<file path="src/rtl/etapa_mem_if.sv">
// Data-memory bus of the MEM stage.
//   mem_req   : stage -> memory, access in progress
//   mem_we    : stage -> memory, 1 = write, 0 = read
//   mem_addr  : stage -> memory, word address
//   mem_wdata : stage -> memory, write data
//   mem_rdata : memory -> stage, read data, valid with mem_ack
//   mem_ack   : memory -> stage, one-cycle completion pulse
// Handshake: the stage raises mem_req with mem_we/mem_addr/mem_wdata and keeps
// all four stable until the cycle in which mem_ack is sampled high. That cycle
// completes the access. mem_req then drops on the next cycle. An ack seen while
// mem_req is low has no meaning and is ignored.
interface etapa_mem_if #(
  parameter int ADDR_W = 10
);
  logic              mem_req;
  logic              mem_we;
  logic [ADDR_W-1:0] mem_addr;
  logic [31:0]       mem_wdata;
  logic [31:0]       mem_rdata;
  logic              mem_ack;

  modport master (
    output mem_req, mem_we, mem_addr, mem_wdata,
    input  mem_rdata, mem_ack
  );

  modport slave (
    input  mem_req, mem_we, mem_addr, mem_wdata,
    output mem_rdata, mem_ack
  );
endinterface

</file>
<file path="src/rtl/etapa_mem.sv">
// etapa_mem: data-memory access stage between EX/MEM and MEM/WB.
// ALU results and write-back controls pass through with one cycle of latency.
// Loads and stores are latched, issued on the memory bus (etapa_mem_if), and
// stall upstream until mem_ack arrives.
// Ports:
//   clk, rst_n         clock, asynchronous active-low reset
//   valid_in, mem_rd_in, mem_wr_in, DATA_in, store_data_in, dir_dest_in,
//   data_wrs_in, sel_wb_in, reg_wrv_in, reg_wrs_in   EX/MEM contents
//   bus                memory bus (master side)
//   stall_out          freeze EX/MEM and earlier while an access is pending
//   MEM_out, DATA_out, dir_dest_out, data_wrs_out, sel_wb_out, reg_wrv_out,
//   reg_wrs_out        to MEM/WB
//   err_out            one-cycle pulse when an access is aborted
//   dbg_state          current state (0 = IDLE, 1 = WAIT)
// Optional feature: define MEM_TIMEOUT_EN to abort an access that sees no
// mem_ack within TIMEOUT cycles of WAIT. Without it WAIT lasts until ack and
// err_out stays 0.
module etapa_mem #(
  parameter int ADDR_W  = 10,
  parameter int TIMEOUT = 16
) (
  input  logic        clk,
  input  logic        rst_n,
  input  logic        valid_in,
  input  logic        mem_rd_in,
  input  logic        mem_wr_in,
  input  logic [31:0] DATA_in,
  input  logic [31:0] store_data_in,
  input  logic [2:0]  dir_dest_in,
  input  logic [7:0]  data_wrs_in,
  input  logic        sel_wb_in,
  input  logic        reg_wrv_in,
  input  logic        reg_wrs_in,
  etapa_mem_if.master bus,
  output logic        stall_out,
  output logic [31:0] MEM_out,
  output logic [31:0] DATA_out,
  output logic [2:0]  dir_dest_out,
  output logic [7:0]  data_wrs_out,
  output logic        sel_wb_out,
  output logic        reg_wrv_out,
  output logic        reg_wrs_out,
  output logic        err_out,
  output logic        dbg_state
);

  typedef enum logic {
    IDLE = 1'b0,
    WAIT = 1'b1
  } state_t;

  state_t      state;

  // Latched memory instruction, held for the whole WAIT period.
  logic        we_q;
  logic [31:0] data_q;
  logic [31:0] sdata_q;
  logic [2:0]  dest_q;
  logic [7:0]  wrs_q;
  logic        sel_q;
  logic        wrv_q;
  logic        wrsc_q;

`ifdef MEM_TIMEOUT_EN
  localparam int CNT_W = $clog2(TIMEOUT) + 1;
  localparam logic [CNT_W-1:0] CNT_LAST = CNT_W'(TIMEOUT - 1);
  logic [CNT_W-1:0] cnt_q;
`endif

  wire in_wait = (state == WAIT);

  // All of these decode registered state only; nothing here sees an input.
  assign stall_out     = in_wait;
  assign dbg_state     = in_wait;
  assign bus.mem_req   = in_wait;
  assign bus.mem_we    = in_wait & we_q;
  assign bus.mem_addr  = in_wait ? data_q[ADDR_W-1:0] : '0;
  assign bus.mem_wdata = in_wait ? sdata_q : '0;

  always_ff @(posedge clk or negedge rst_n) begin
    if (!rst_n) begin
      state        <= IDLE;
      we_q         <= 1'b0;
      data_q       <= '0;
      sdata_q      <= '0;
      dest_q       <= '0;
      wrs_q        <= '0;
      sel_q        <= 1'b0;
      wrv_q        <= 1'b0;
      wrsc_q       <= 1'b0;
      MEM_out      <= '0;
      DATA_out     <= '0;
      dir_dest_out <= '0;
      data_wrs_out <= '0;
      sel_wb_out   <= 1'b0;
      reg_wrv_out  <= 1'b0;
      reg_wrs_out  <= 1'b0;
      err_out      <= 1'b0;
`ifdef MEM_TIMEOUT_EN
      cnt_q        <= '0;
`endif
    end else begin
      // Every cycle is a bubble unless a branch below writes a result.
      MEM_out      <= '0;
      DATA_out     <= '0;
      dir_dest_out <= '0;
      data_wrs_out <= '0;
      sel_wb_out   <= 1'b0;
      reg_wrv_out  <= 1'b0;
      reg_wrs_out  <= 1'b0;
      err_out      <= 1'b0;

      case (state)
        IDLE: begin
          if (valid_in) begin
            if (mem_rd_in || mem_wr_in) begin
              // rd+wr together is a store: we follows mem_wr_in alone.
              we_q    <= mem_wr_in;
              data_q  <= DATA_in;
              sdata_q <= store_data_in;
              dest_q  <= dir_dest_in;
              wrs_q   <= data_wrs_in;
              sel_q   <= sel_wb_in;
              wrv_q   <= reg_wrv_in;
              wrsc_q  <= reg_wrs_in;
              state   <= WAIT;
`ifdef MEM_TIMEOUT_EN
              cnt_q   <= '0;
`endif
            end else begin
              DATA_out     <= DATA_in;
              dir_dest_out <= dir_dest_in;
              data_wrs_out <= data_wrs_in;
              sel_wb_out   <= sel_wb_in;
              reg_wrv_out  <= reg_wrv_in;
              reg_wrs_out  <= reg_wrs_in;
            end
          end
        end

        WAIT: begin
          // Ack wins over a timeout landing on the same cycle.
          if (bus.mem_ack) begin
            MEM_out      <= we_q ? 32'd0 : bus.mem_rdata;
            DATA_out     <= data_q;
            dir_dest_out <= dest_q;
            data_wrs_out <= wrs_q;
            sel_wb_out   <= sel_q;
            reg_wrv_out  <= wrv_q;
            reg_wrs_out  <= wrsc_q;
            state        <= IDLE;
          end
`ifdef MEM_TIMEOUT_EN
          else if (cnt_q == CNT_LAST) begin
            err_out <= 1'b1;
            state   <= IDLE;
          end else begin
            cnt_q <= cnt_q + 1'b1;
          end
`endif
        end

        default: state <= IDLE;
      endcase
    end
  end

endmodule

</file>
<file path="src/flat_wrapper.sv">
// flat-port wrapper written by rule: the top's interface ports become plain ports
module etapa_mem_flat 
#(
  parameter int ADDR_W  = 10,
  parameter int TIMEOUT = 16
)
  (clk, rst_n, valid_in, mem_rd_in, mem_wr_in, DATA_in, store_data_in, dir_dest_in, data_wrs_in, sel_wb_in, reg_wrv_in, reg_wrs_in, stall_out, MEM_out, DATA_out, dir_dest_out, data_wrs_out, sel_wb_out, reg_wrv_out, reg_wrs_out, err_out, dbg_state, bus_mem_req, bus_mem_we, bus_mem_addr, bus_mem_wdata, bus_mem_rdata, bus_mem_ack);
  etapa_mem_if #(.ADDR_W(ADDR_W)) bus_i ();
  input  logic clk;
  input  logic rst_n;
  input  logic valid_in;
  input  logic mem_rd_in;
  input  logic mem_wr_in;
  input  logic [31:0] DATA_in;
  input  logic [31:0] store_data_in;
  input  logic [2:0] dir_dest_in;
  input  logic [7:0] data_wrs_in;
  input  logic sel_wb_in;
  input  logic reg_wrv_in;
  input  logic reg_wrs_in;
  output logic stall_out;
  output logic [31:0] MEM_out;
  output logic [31:0] DATA_out;
  output logic [2:0] dir_dest_out;
  output logic [7:0] data_wrs_out;
  output logic sel_wb_out;
  output logic reg_wrv_out;
  output logic reg_wrs_out;
  output logic err_out;
  output logic dbg_state;
  output wire logic [$bits(bus_i.mem_req)-1:0] bus_mem_req;
  output wire logic [$bits(bus_i.mem_we)-1:0] bus_mem_we;
  output wire logic [$bits(bus_i.mem_addr)-1:0] bus_mem_addr;
  output wire logic [$bits(bus_i.mem_wdata)-1:0] bus_mem_wdata;
  input wire logic [$bits(bus_i.mem_rdata)-1:0] bus_mem_rdata;
  input wire logic [$bits(bus_i.mem_ack)-1:0] bus_mem_ack;
  assign bus_mem_req = bus_i.mem_req;
  assign bus_mem_we = bus_i.mem_we;
  assign bus_mem_addr = bus_i.mem_addr;
  assign bus_mem_wdata = bus_i.mem_wdata;
  assign bus_i.mem_rdata = bus_mem_rdata;
  assign bus_i.mem_ack = bus_mem_ack;
  etapa_mem #(.ADDR_W(ADDR_W), .TIMEOUT(TIMEOUT)) u_core (.clk(clk), .rst_n(rst_n), .valid_in(valid_in), .mem_rd_in(mem_rd_in), .mem_wr_in(mem_wr_in), .DATA_in(DATA_in), .store_data_in(store_data_in), .dir_dest_in(dir_dest_in), .data_wrs_in(data_wrs_in), .sel_wb_in(sel_wb_in), .reg_wrv_in(reg_wrv_in), .reg_wrs_in(reg_wrs_in), .bus(bus_i), .stall_out(stall_out), .MEM_out(MEM_out), .DATA_out(DATA_out), .dir_dest_out(dir_dest_out), .data_wrs_out(data_wrs_out), .sel_wb_out(sel_wb_out), .reg_wrv_out(reg_wrv_out), .reg_wrs_out(reg_wrs_out), .err_out(err_out), .dbg_state(dbg_state));
endmodule
</file>
<file path="config.mk">
export PLATFORM = sky130hd
export DESIGN_NAME = etapa_mem_flat
export DESIGN_NICKNAME = d
export VERILOG_FILES = /design/src/rtl/etapa_mem_if.sv /design/src/rtl/etapa_mem.sv /design/src/flat_wrapper.sv
export SDC_FILE = /design/constraint.sdc
export NUM_CORES = 1
export LEC_CHECK = 0
export BUFFER_PORTS_ARGS = -buffer_cell sky130_fd_sc_hd__buf_2
export CAP_MARGIN = 5
export CORE_MARGIN = 1.5
export CORE_UTILIZATION = 48
export CTS_CLUSTER_SIZE = 12
export DETAILED_ROUTE_END_ITERATION = 6
export PLACE_DENSITY = 0.88
export SLEW_MARGIN = 20
export SYNTH_ARGS = -nofsm -noshare
export SYNTH_HDL_FRONTEND = slang
export SYNTH_SLANG_ARGS = --single-unit
</file>
<file path="constraint.sdc">
create_clock -name clk -period 1.79 [get_ports clk]
set_input_delay 0.179 -clock clk [delete_from_list [all_inputs] [get_ports clk]]
set_output_delay 0.179 -clock clk [all_outputs]
set_load 0.1 [all_outputs]
</file>
==> load_flow_metrics.sql <==
INSERT INTO impl_metrics (metric_group, metric, value, unit) VALUES
('placement', 'dp.final_hpwl', '9.57', 'mm'),
('detailed_routing', 'route.layer.met1.wl', '6.17', 'mm'),
('detailed_routing', 'drt-vias-per-instance', '4.97', ''),
('die', 'dieArea', '0.0131', 'mm^2'),
('sta', 'layout_setup_ws', '60.3', 'ps'),
('worst_setup_path', 'worstPathBufferInverterCount', '2', ''),
('sta', 'timing_max_transition_violations_final', '0', ''),
('detailed_routing', 'vias', '4537', ''),
('cts', 'clock_tree.root_cell', 'clkbuf_16', ''),
('hold_path', 'number_of_instances_on_the_worst_hold_path', '2', ''),
('logic_synthesis', 'yosys.cell_count.top_type', 'dfrtp_1', ''),
('logic_synthesis', 'synth_register_bits', '158', ''),
('die', 'floorplan.io_pins', '241', ''),
('sta', 'layout_min_cycle_time', '1730', 'ps'),
('sta', 'timing.final.setup_violations', '0', ''),
('detailed_routing', 'total_wirelength', '17.2', 'mm'),
('die', 'die_h', '115', 'um'),
('cts', 'cts_buffer_depth', '2', ''),
('global_route', 'antenna_found_initial', '1', ''),
('logic_synthesis', 'synth.yosys.seq_area_share', '0.661', ''),
('logic_synthesis', 'synth.lib_cells_used.distinct', '19', ''),
('detailed_routing', 'highest_layer', 'met4', ''),
('sta', 'finalClockSkew', '6.49', 'ps'),
('logic_synthesis', 'netlist_instances', '396', ''),
('placement', 'port_buffers', '239', ''),
('die', 'fp-row-count', '40', ''),
('detailed_routing', 'wl_met2', '9.24', 'mm'),
('die', 'die_w', '115', 'um'),
('cells_and_area', 'post_route_cells_drive_above_1_share', '0.540', ''),
('cells_and_area', 'nFillCells', '654', ''),
('sta', 'timing.fmax', '578', 'MHz'),
('detailed_routing', 'antenna_left', '0', ''),
('worst_setup_path', 'setup.reg_to_reg.worst_slack', '130', 'ps'),
('sta', 'timing.final.crit_share', '0.966', ''),
('power_and_ir_drop', 'power_density', '1390', 'mW/mm^2'),
('worst_setup_path', 'reg2reg_depth', '4', ''),
('hold_path', 'hold_class', 'in2reg', ''),
('power_and_ir_drop', 'finalPower', '12.9', 'mW'),
('cts', 'path_clk_slew', '60', 'ps'),
('sta', 'hold_slack', '16.0', 'ps'),
('power_and_ir_drop', 'max_ir_drop_vdd', '0.000875', 'V'),
('run_status', 'outcome', 'completed', ''),
('power_and_ir_drop', 'p_leak', '4.68', 'nW'),
('placement', 'globalplace.congestion', '0.755', ''),
('cts', 'cts_buffers', '17', ''),
('worst_setup_path', 'cp_arrival', '1550', 'ps'),
('detailed_routing', 'route.detailed.drc', '0', ''),
('worst_setup_path', 'crit_family', 'buffers and inverters', ''),
('detailed_routing', 'route.met3.wl', '1.21', 'mm'),
('cts', 'clock_tree_from_tritoncts', 'done', ''),
('logic_synthesis', 'dominantRegCellSynth', 'dfrtp_1', ''),
('cts', 'clkSinkCount', '158', ''),
('logic_synthesis', 'number_of_flops_mapped_to_enable_cells_by_yosys', '0', ''),
('logic_synthesis', 'synth.avg_cell_area', '15.1', 'um^2'),
('global_route', 'first_global_vias', '5095', ''),
('worst_setup_path', 'critical_path_depth', '3', ''),
('global_route', 'track_usage', '0.265', ''),
('logic_synthesis', 'ys.warnings.count', '0', ''),
('worst_setup_path', 'critical_path_class', 'reg2out', ''),
('sta', 'worst_slew_pin_slew', '532', 'ps'),
('global_route', 'grt_total_ovfl', '0', ''),
('worst_setup_path', 'crit_path_top_delay_cell', 'dfrtp_4', ''),
('detailed_routing', 'detailedRoute.firstIterationViolations', '298', ''),
('logic_synthesis', 'synthDominantCellAreaShare', '0.661', ''),
('die', 'initial_core_util', '0.496', ''),
('sta', 'number_of_hold_violations_in_the_final_report', '0', ''),
('detailed_routing', 'drt-pass1-iter-count', '4', ''),
('cells_and_area', 'areaGrowthSynthToFinish', '55.4', '%'),
('logic_synthesis', 'syn-num-nets', '512', ''),
('cts', 'postCtsSetupBuffers', '0', ''),
('logic_synthesis', 'dominant_cells_by_area_after_synthesis', 'dfrtp_1 (66%), mux2_2 (13%), and2_1 (7.9%)', '');
[flip-flops by register name, summed over array words and instances (netlist names), 3 cells and up]
register,count
u_core.dest_q,3
u_core.sdata_q,32
u_core.DATA_out,32
u_core.wrs_q,8
u_core.MEM_out,32
u_core.data_q,32
u_core.data_wrs_out,8
u_core.dir_dest_out,3
[routing by layer]
metal	vias to the layer above	track usage
met5	-	0
met4	0	0.137
met3	46	0.0826
met2	201	0.477
met1	2270	0.277
li1	2020	-
[power breakdown]
| part | total (mW) | switching, mW | leakage, nW | internal, mW |
|---|---|---|---|---|
| clock network | 4.02 | 1.37 | 0.313 | 2.65 |
| logic | 4.43 | 3.13 | 2.37 | 1.31 |
| registers | 4.46 | 0.306 | 2.00 | 4.16 |
[path summary, 6_finish.rpt]
check / from / to
max in group asynchronous: rst_n / u_core.sdata_q[2]$_DFFE_PN0P_
max: u_core.bus.mem_req$_DFF_PN0_ / bus_mem_wdata[24]
min in group asynchronous: rst_n / u_core.dest_q[1]$_DFFE_PN0P_
min: store_data_in[18] / u_core.sdata_q[18]$_DFFE_PN0P_
max reg2reg: u_core.bus.mem_req$_DFF_PN0_ / u_core.sdata_q[8]$_DFFE_PN0P_
min reg2reg: u_core.data_q[17]$_DFFE_PN0P_ / u_core.DATA_out[17]$_DFF_PN0_
[what timing repair did]
item                       4_1_cts  5_1_grt
setup endpoints to repair       36       22
gates resized for setup         36       22
cloned                           0        0
hold endpoints to repair       144        0
hold buffers                    93        0
[stage by stage]
step / util / TNS (ps) / area [um^2] / instances
floorplan: - / 0 / 6030 / 396
global placement: 0.624 / 0 / 7530 / 785
detailed placement: 0.624 / 0 / 7530 / 785
CTS: 0.764 / 0 / 9220 / 910
global route: 0.771 / -23.2 / 9300 / 911
finish: 0.771 / 0 / 9300 / 912
[cell families (layout without fill, tap and decap cells)]
kind of cell	Yosys count	count (layout)	share of synthesized area
simple gates	80	80	0.0839
mux	78	78	0.152
compound gates	49	49	0.0713
flops	158	158	0.661
buf+inv	30	376	0.0307
other cells	1	3	0.000627
[cells in the final DEF, fill, tap and decap left out, types with 2 or more instances in the layout]
| master | count |
|---|---|
| clkinvlp_4 | 3 |
| a22o_1 | 47 |
| clkbuf_4 | 3 |
| buf_6 | 20 |
| buf_4 | 23 |
| mux2_4 | 9 |
| diode_2 | 2 |
| buf_2 | 192 |
| clkinv_2 | 2 |
| and2_2 | 40 |
| bufinv_16 | 6 |
| and2_1 | 36 |
| buf_12 | 12 |
| clkbuf_16 | 17 |
| dlygate4sd3_1 | 93 |
| dfrtp_1 | 157 |
| clkbuf_1 | 3 |
| mux2_2 | 69 |
[cell type report]
cell class | instances | area (um^2) | share of cell area
flip-flops and latches | 158 | 3960 | 0.426
repair buffers | 343 | 2550 | 0.274
multi-input cells | 208 | 1910 | 0.205
clock buffers | 21 | 450 | 0.0484
clock inverters | 11 | 213 | 0.0229
well taps | 168 | 210 | 0.0226
diodes | 2 | 5.00 | 0.000538
inverters | 1 | 3.75 | 0.000404
No activity file was read; power rests on OpenSTA's default activity.
